### config.mk
export PLATFORM = sky130hd
export DESIGN_NAME = ysyx_25040111_lsu
export DESIGN_NICKNAME = d
export VERILOG_FILES = /design/src/rtl/ysyx_25040111_lsu_pkg.sv /design/src/rtl/ysyx_25040111_lsu_align.sv /design/src/rtl/ysyx_25040111_lsu.sv
export SDC_FILE = /design/constraint.sdc
export NUM_CORES = 1
export LEC_CHECK = 0
export BUFFER_PORTS_ARGS = -buffer_cell sky130_fd_sc_hd__clkbuf_2
export CORE_MARGIN = 8
export CORE_UTILIZATION = 50
export DETAILED_ROUTE_END_ITERATION = 8
export HOLD_SLACK_MARGIN = 0.1
export PLACE_DENSITY = 0.83
export SLEW_MARGIN = 5
export SYNTH_ARGS = -nofsm -noshare
export SYNTH_HDL_FRONTEND = slang
export SYNTH_SLANG_ARGS = --single-unit
### constraint.sdc
create_clock -name clock -period 11.6 [get_ports clock]
set_input_delay 0.58 -clock clock [delete_from_list [all_inputs] [get_ports clock]]
set_output_delay 0.58 -clock clock [all_outputs]
set_load 0.02 [all_outputs]
### src/rtl/ysyx_25040111_lsu_pkg.sv
// Shared LSU encodings: FSM states, access-size codes and exception cause codes.
// Also holds the alignment rule shared by the FSM.
package ysyx_25040111_lsu_pkg;

    typedef enum logic [2:0] {
        S_IDLE,
        S_RADDR,
        S_RDATA,
        S_WREQ,
        S_WRESP,
        S_DONE
    } lsu_state_e;

    localparam logic [1:0] SZ_BYTE = 2'b01;
    localparam logic [1:0] SZ_HALF = 2'b10;
    localparam logic [1:0] SZ_WORD = 2'b11;

    localparam logic [3:0] CAUSE_LD_MISALIGN = 4'd4;
    localparam logic [3:0] CAUSE_LD_FAULT    = 4'd5;
    localparam logic [3:0] CAUSE_ST_MISALIGN = 4'd6;
    localparam logic [3:0] CAUSE_ST_FAULT    = 4'd7;

    function automatic logic misaligned(input logic [1:0] size, input logic [1:0] lo);
        return ((size == SZ_HALF) && lo[0]) || ((size == SZ_WORD) && (lo != 2'b00));
    endfunction

endpackage

### src/rtl/ysyx_25040111_lsu_align.sv
// Byte-lane steering for the LSU: store data/strobe placement and load
// right-alignment with zero or sign extension.
module ysyx_25040111_lsu_align
    import ysyx_25040111_lsu_pkg::*;
(
    input  logic [1:0]  offset_i,
    input  logic [1:0]  size_i,
    input  logic        sign_i,
    input  logic [31:0] wdata_i,
    input  logic [31:0] rdata_i,
    output logic [31:0] wdata_o,
    output logic [3:0]  wstrb_o,
    output logic [31:0] ldata_o
);

    logic [4:0]  shamt;
    logic [31:0] rshift;
    logic [3:0]  strb_base;

    assign shamt   = {offset_i, 3'b000};
    assign wdata_o = wdata_i << shamt;
    assign rshift  = rdata_i >> shamt;
    assign wstrb_o = strb_base << offset_i;

    always_comb begin
        strb_base = 4'b1111;
        ldata_o   = rshift;
        case (size_i)
            SZ_BYTE: begin
                strb_base = 4'b0001;
                ldata_o   = {{24{sign_i & rshift[7]}}, rshift[7:0]};
            end
            SZ_HALF: begin
                strb_base = 4'b0011;
                ldata_o   = {{16{sign_i & rshift[15]}}, rshift[15:0]};
            end
            default: ;
        endcase
    end

endmodule

### src/rtl/ysyx_25040111_lsu.sv
// Load/store and write-back unit: takes one retired-operation record, performs
// the AXI4-Lite data access if needed, then writes GPR/CSR and pulses abt_finish.
module ysyx_25040111_lsu
    import ysyx_25040111_lsu_pkg::*;
#(
    parameter int ADDR_W = 32,
    parameter int DATA_W = 32
) (
    input  logic                clock,
    input  logic                reset,
    input  logic                abt_valid,
    output logic                abt_ready,
    input  logic                abt_men,
    input  logic                abt_write,
    input  logic [ADDR_W-1:0]   abt_addr,
    input  logic [DATA_W-1:0]   abt_wdata,
    input  logic [1:0]          abt_mask,
    input  logic                abt_rsign,
    input  logic [4:0]          abt_ard,
    input  logic [31:0]         abt_rd,
    input  logic                abt_gen,
    input  logic [11:0]         abt_acsr,
    input  logic [31:0]         abt_csr,
    input  logic                abt_sen,
    input  logic [31:0]         abt_pc,
    input  logic                erri,
    input  logic [3:0]          errtpi,
    output logic                abt_finish,
    output logic [4:0]          abt_frd,
    output logic                gpr_wen,
    output logic [4:0]          gpr_waddr,
    output logic [31:0]         gpr_wdata,
    output logic                csr_wen,
    output logic [11:0]         csr_waddr,
    output logic [31:0]         csr_wdata,
    output logic [31:0]         retire_pc,
    output logic                erro,
    output logic [3:0]          errtpo,
    output logic                mem_arvalid,
    input  logic                mem_arready,
    output logic [ADDR_W-1:0]   mem_araddr,
    input  logic                mem_rvalid,
    output logic                mem_rready,
    input  logic [DATA_W-1:0]   mem_rdata,
    input  logic [1:0]          mem_rresp,
    output logic                mem_awvalid,
    input  logic                mem_awready,
    output logic [ADDR_W-1:0]   mem_awaddr,
    output logic                mem_wvalid,
    input  logic                mem_wready,
    output logic [DATA_W-1:0]   mem_wdata,
    output logic [DATA_W/8-1:0] mem_wstrb,
    input  logic                mem_bvalid,
    output logic                mem_bready,
    input  logic [1:0]          mem_bresp
);

    lsu_state_e state_q, state_d;

    logic              write_q, rsign_q, gen_q, sen_q, erri_q;
    logic [ADDR_W-1:0] addr_q;
    logic [DATA_W-1:0] wdata_q;
    logic [1:0]        mask_q;
    logic [4:0]        ard_q;
    logic [31:0]       rd_q, csr_q, pc_q;
    logic [11:0]       acsr_q;
    logic [3:0]        errtpi_q;
    logic              aw_done_q, w_done_q;

    logic              finish_q, gpr_wen_q, csr_wen_q, erro_q;
    logic [4:0]        frd_q;
    logic [31:0]       gpr_wdata_q, csr_wdata_q, pc_out_q;
    logic [11:0]       csr_waddr_q;
    logic [3:0]        errtpo_q;

    logic              idle, enter_done, fault, use_load, done_err, aw_ok, w_ok;
    logic [3:0]        fault_tp;
    logic [31:0]       al_wdata, al_ldata;
    logic [3:0]        al_wstrb;

    // Retire fields come from the live inputs when a record skips the bus
    // straight out of IDLE, otherwise from the captured copy.
    logic              c_gen, c_sen, c_erri;
    logic [4:0]        c_ard;
    logic [31:0]       c_rd, c_csr, c_pc;
    logic [11:0]       c_acsr;
    logic [3:0]        c_errtpi;

    assign idle     = (state_q == S_IDLE);
    assign c_gen    = idle ? abt_gen   : gen_q;
    assign c_sen    = idle ? abt_sen   : sen_q;
    assign c_erri   = idle ? erri      : erri_q;
    assign c_ard    = idle ? abt_ard   : ard_q;
    assign c_rd     = idle ? abt_rd    : rd_q;
    assign c_csr    = idle ? abt_csr   : csr_q;
    assign c_pc     = idle ? abt_pc    : pc_q;
    assign c_acsr   = idle ? abt_acsr  : acsr_q;
    assign c_errtpi = idle ? errtpi    : errtpi_q;
    assign done_err = c_erri | fault;

    ysyx_25040111_lsu_align u_align (
        .offset_i (addr_q[1:0]),
        .size_i   (mask_q),
        .sign_i   (rsign_q),
        .wdata_i  (wdata_q),
        .rdata_i  (mem_rdata),
        .wdata_o  (al_wdata),
        .wstrb_o  (al_wstrb),
        .ldata_o  (al_ldata)
    );

    assign abt_ready   = idle;
    assign mem_arvalid = (state_q == S_RADDR);
    assign mem_araddr  = {addr_q[ADDR_W-1:2], 2'b00};
    assign mem_rready  = (state_q == S_RDATA);
    assign mem_awvalid = (state_q == S_WREQ) & ~aw_done_q;
    assign mem_awaddr  = {addr_q[ADDR_W-1:2], 2'b00};
    assign mem_wvalid  = (state_q == S_WREQ) & ~w_done_q;
    assign mem_wdata   = (state_q == S_WREQ) ? al_wdata : '0;
    assign mem_wstrb   = (state_q == S_WREQ) ? al_wstrb : '0;
    assign mem_bready  = (state_q == S_WRESP);
    assign aw_ok       = aw_done_q | (mem_awvalid & mem_awready);
    assign w_ok        = w_done_q  | (mem_wvalid  & mem_wready);

    always_comb begin
        state_d    = state_q;
        enter_done = 1'b0;
        fault      = 1'b0;
        fault_tp   = 4'd0;
        use_load   = 1'b0;
        case (state_q)
            S_IDLE: if (abt_valid) begin
                if (erri || !abt_men || misaligned(abt_mask, abt_addr[1:0])) begin
                    state_d    = S_DONE;
                    enter_done = 1'b1;
                    if (!erri && abt_men) begin
                        fault    = 1'b1;
                        fault_tp = abt_write ? CAUSE_ST_MISALIGN : CAUSE_LD_MISALIGN;
                    end
                end else begin
                    state_d = abt_write ? S_WREQ : S_RADDR;
                end
            end
            S_RADDR: if (mem_arready) state_d = S_RDATA;
            S_RDATA: if (mem_rvalid) begin
                state_d    = S_DONE;
                enter_done = 1'b1;
                use_load   = 1'b1;
                fault      = (mem_rresp != 2'b00);
                fault_tp   = CAUSE_LD_FAULT;
            end
            S_WREQ: if (aw_ok && w_ok) state_d = S_WRESP;
            S_WRESP: if (mem_bvalid) begin
                state_d    = S_DONE;
                enter_done = 1'b1;
                fault      = (mem_bresp != 2'b00);
                fault_tp   = CAUSE_ST_FAULT;
            end
            S_DONE: state_d = S_IDLE;
            default: state_d = S_IDLE;
        endcase
    end

    always_ff @(posedge clock or posedge reset) begin
        if (reset) begin
            state_q   <= S_IDLE;
            aw_done_q <= 1'b0;
            w_done_q  <= 1'b0;
        end else begin
            state_q <= state_d;
            if (state_q != S_WREQ) begin
                aw_done_q <= 1'b0;
                w_done_q  <= 1'b0;
            end else begin
                if (mem_awvalid && mem_awready) aw_done_q <= 1'b1;
                if (mem_wvalid && mem_wready)   w_done_q  <= 1'b1;
            end
        end
    end

    always_ff @(posedge clock or posedge reset) begin
        if (reset) begin
            write_q  <= 1'b0;  rsign_q <= 1'b0;  gen_q  <= 1'b0;
            sen_q    <= 1'b0;  erri_q  <= 1'b0;  addr_q <= '0;
            wdata_q  <= '0;    mask_q  <= '0;    ard_q  <= '0;
            rd_q     <= '0;    csr_q   <= '0;    pc_q   <= '0;
            acsr_q   <= '0;    errtpi_q <= '0;
        end else if (abt_valid && idle) begin
            write_q  <= abt_write;  rsign_q <= abt_rsign;  gen_q  <= abt_gen;
            sen_q    <= abt_sen;    erri_q  <= erri;       addr_q <= abt_addr;
            wdata_q  <= abt_wdata;  mask_q  <= abt_mask;   ard_q  <= abt_ard;
            rd_q     <= abt_rd;     csr_q   <= abt_csr;    pc_q   <= abt_pc;
            acsr_q   <= abt_acsr;   errtpi_q <= errtpi;
        end
    end

    // Retire outputs are loaded on the edge that enters DONE, so the pulses
    // are register-driven and exactly one cycle wide.
    always_ff @(posedge clock or posedge reset) begin
        if (reset) begin
            finish_q    <= 1'b0;  gpr_wen_q   <= 1'b0;  csr_wen_q <= 1'b0;
            erro_q      <= 1'b0;  frd_q       <= '0;    errtpo_q  <= '0;
            gpr_wdata_q <= '0;    csr_wdata_q <= '0;    pc_out_q  <= '0;
            csr_waddr_q <= '0;
        end else begin
            finish_q  <= enter_done;
            gpr_wen_q <= enter_done & c_gen & ~done_err & (c_ard != 5'd0);
            csr_wen_q <= enter_done & c_sen & ~fault;
            if (enter_done) begin
                frd_q       <= c_ard;
                pc_out_q    <= c_pc;
                erro_q      <= done_err;
                errtpo_q    <= fault ? fault_tp : (c_erri ? c_errtpi : 4'd0);
                gpr_wdata_q <= use_load ? al_ldata : c_rd;
                csr_waddr_q <= c_acsr;
                csr_wdata_q <= c_csr;
            end
        end
    end

    assign abt_finish = finish_q;
    assign abt_frd    = frd_q;
    assign gpr_wen    = gpr_wen_q;
    assign gpr_waddr  = frd_q;
    assign gpr_wdata  = gpr_wdata_q;
    assign csr_wen    = csr_wen_q;
    assign csr_waddr  = csr_waddr_q;
    assign csr_wdata  = csr_wdata_q;
    assign retire_pc  = pc_out_q;
    assign erro       = erro_q;
    assign errtpo     = errtpo_q;

endmodule
==> impl_metrics.env <==
export IMPL_r2r_setup_slack_ns=6.54
export IMPL_fin_skew_ns=0.01179
export IMPL_dieHeight_um=188.4
export IMPL_synth_edff_count=0
export IMPL_slowest_delay_ns=1.01
export IMPL_layout_common_cells="nand2_1, clkbuf_2, dfrtp_1, nor2_1, a31oi_1"
export IMPL_post_route_period_util=0.4360
export IMPL_seqCellArea_mm2=0.007835
export IMPL_netlist_area_mm2=0.01486
export IMPL_fin_area_mm2=0.01784
export IMPL_ys_types=54
export IMPL_cap_viol_max_count=0
export IMPL_grt_max_degree=142
export IMPL_synth_area_top_cells="dfrtp_1, nand2_1, buf_4"
export IMPL_viasPerCell=5.402
export IMPL_ys_ff_latch=313
export IMPL_final_util=0.6051
export IMPL_dieArea_mm2=0.03549
export IMPL_grt_antenna_before_repair=5
export IMPL_mostFrequentLayoutCell="nand2_1"
export IMPL_gp_congestion=0.9316
export IMPL_cp_start_kind="flop"
export IMPL_fmax_mhz=197.7
export IMPL_crit_arrival_ns=5.48
export IMPL_overflow=0
export IMPL_io_pins=465
export IMPL_rsz0062_at_grt="no"
export IMPL_synth_area_leader_cell="dfrtp_1"
export IMPL_num_rows=63
export IMPL_avgSynthCellArea_um2=8.439
export IMPL_dp_hpwl_um=33380
export IMPL_clock_path_buffers=3
export IMPL_syn_to_final_growth_pct=20.05
export IMPL_synth_compound_area_frac=0.1077
export IMPL_ant_nets=0
export IMPL_reg2reg_depth=8
export IMPL_max_vdd_ir_drop_uv=152.1
export IMPL_crit_start="state_q[0]"
export IMPL_holdWs_ns=0.2687
export IMPL_initial_core_util=0.5041
export IMPL_cts_resized=0
export IMPL_grt_pass1_wl_um=74240
export IMPL_cts_sinks=313
export IMPL_place_area_mm2=0.01672
export IMPL_cts_root_buf="clkbuf_16"
export IMPL_multi_input_area_mm2=0.005952
export IMPL_finalPower_mw=5.644
export IMPL_status="completed"
export IMPL_routed_wl_um=47480
export IMPL_final_hold_viol_count=0
export IMPL_cp_max_fo=129
export IMPL_wl_per_cell_um=18.96
export IMPL_drive_above_1_share=0.2686
export IMPL_cts_hold_buffers=0
export IMPL_required_ns=12.02
export IMPL_placedCellCount=2439
export IMPL_grt_pass1_vias=13680
export IMPL_route_detailed_drc=0
export IMPL_grt_usage=0.2592
export IMPL_synthCells=1761
export IMPL_nNetsFinal=2321
export IMPL_cts_buffers=35
export IMPL_slew_viol_final=0
export IMPL_synth_simple_gate_area_frac=0.2557
export IMPL_port_buffers=460
export IMPL_fin_cells=2504
export IMPL_post_cts_buffers=0
export IMPL_cp_end_kind="flop"
export IMPL_crit_slowest_cell="buf_4"
export IMPL_coreArea_mm2=0.02948
export IMPL_leakage_nw=9.384
export IMPL_tightest_slew_ns=1.242
export IMPL_dp_slack_ns=6.435
export IMPL_dr_pass1_iters=5
export IMPL_cp_cell_sequence="or3_4, inv_4, nand2_8, o22a_1, inv_6, buf_4, nor2_1, a21oi_1"
export IMPL_clkTransAtPathRegs_ns=0.06
export IMPL_r2r_end="abt_frd[2]"
export IMPL_worstSetupEndpoint="abt_frd[2]"
export IMPL_yosys_most_used_dff="dfrtp_1"
export IMPL_synth_xor_xnor_area_share=0
export IMPL_async_flop_share=1.000
export IMPL_cts_tree="yes"
export IMPL_reg2reg_from="state_q[0]"
export IMPL_clkLatencyLatePin_ns=0.50
export IMPL_muxShareOfSynthArea=0.03191
export IMPL_slew_headroom=0.1694
export IMPL_h_tree_depth=2
export IMPL_drt_initial_drc_count=1298
export IMPL_tns_ns=0
export IMPL_synth_top_family_by_area="simple AND/OR/NAND/NOR gates"
export IMPL_die_w_um=188.4
export IMPL_yosys_warnings=0
export IMPL_synth_top_area_frac=0.5271
export IMPL_period_needed_ns=5.057
export IMPL_setup_viol=0
export IMPL_p_per_area_mw_per_mm2=316.4
export IMPL_nFillCells=2554
export IMPL_synth_yosys_seq_area_share=0.5271
export IMPL_fin_ws_ns=6.543
export IMPL_critPathKind="flop to flop"
export IMPL_hp_class="primary input to flop"
export IMPL_synthAdderAreaFrac=0.001684
export IMPL_vias=13530
==> cell families after synthesis <==
family | Yosys count
simple gates | 975
flops | 313
compound gates | 227
buf+inv | 198
mux | 45
fa+ha+maj | 2
other cells | 1
==> flip-flops by register name, summed over array words and instances, names as in the netlist, 5 cells and up <==
register / count
addr_q: 32
csr_q: 32
csr_wdata: 32
gpr_wdata: 32
pc_q: 32
rd_q: 32
retire_pc: 32
wdata_q: 32
acsr_q: 12
csr_waddr: 12
abt_frd: 5
ard_q: 5
==> Yosys cell counts (all sizes together), types with 2 or more instances <==
cell type / number
o22ai: 21
nor2b: 13
dfrtp: 313
mux2: 9
ha: 2
a311oi: 7
nor2: 143
or3: 2
o21ai: 21
or2: 3
clkbuf: 64
o221ai: 7
inv: 11
buf: 123
and2: 9
a221oi: 16
nand2b: 2
and3: 2
nand2: 784
a31o: 2
or4bb: 2
a211oi: 19
mux2i: 35
nand3: 8
a21oi: 36
a31oi: 80
nor3: 3
a21o: 8
==> worst min-delay path by stage <==
stage / startpoint / to / slack [ns] / cells after the start
after CTS: abt_addr[26] / addr_q[26] / 0.25 / 3
after global routing: abt_wdata[10] / wdata_q[10] / 0.26 / 3
after global placement: wdata_q[24] / wdata_q[24] / 0.45 / 2
after detailed placement: wdata_q[25] / wdata_q[25] / 0.46 / 2
after floorplan: rsign_q / rsign_q / 0.44 / 2
final: abt_wdata[8] / wdata_q[8] / 0.27 / 3
==> routing by layer <==
metal  wire (um)  global-route usage  vias to the layer above
met3        4342             0.06636                      131
met5          24                   0                        -
met1       18430              0.3210                     6427
li1            -                   -                     6296
met2       22380              0.4178                      669
met4        2303              0.1284                        4
==> critical path, delay by kind of cell (launching register included) <==
family                 cells  cell delay, ns
buffers and inverters      3            2.09
and+or+nand+nor            3            1.20
AOI/OAI and AO/OA          2            0.99
DFF                        1            0.54
==> where the power goes <==
group	switching (mW)	leakage (nW)	total [mW]	internal (mW)
sequential	0.351	3.81	1.98	1.63
clock	0.435	0.542	1.06	0.626
combinational	1.77	5.03	2.61	0.838
==> cell type report <==
class                   count  share of cell area
diodes                      3           0.0004208
clock buffers              55             0.05898
clock inverters             7            0.003156
inverters                  11            0.003156
multi-input cells        1253              0.3336
flip-flops and latches    313              0.4392
well taps                 390             0.02735
repair buffers            472              0.1341
(Power assumes the default switching activity.)
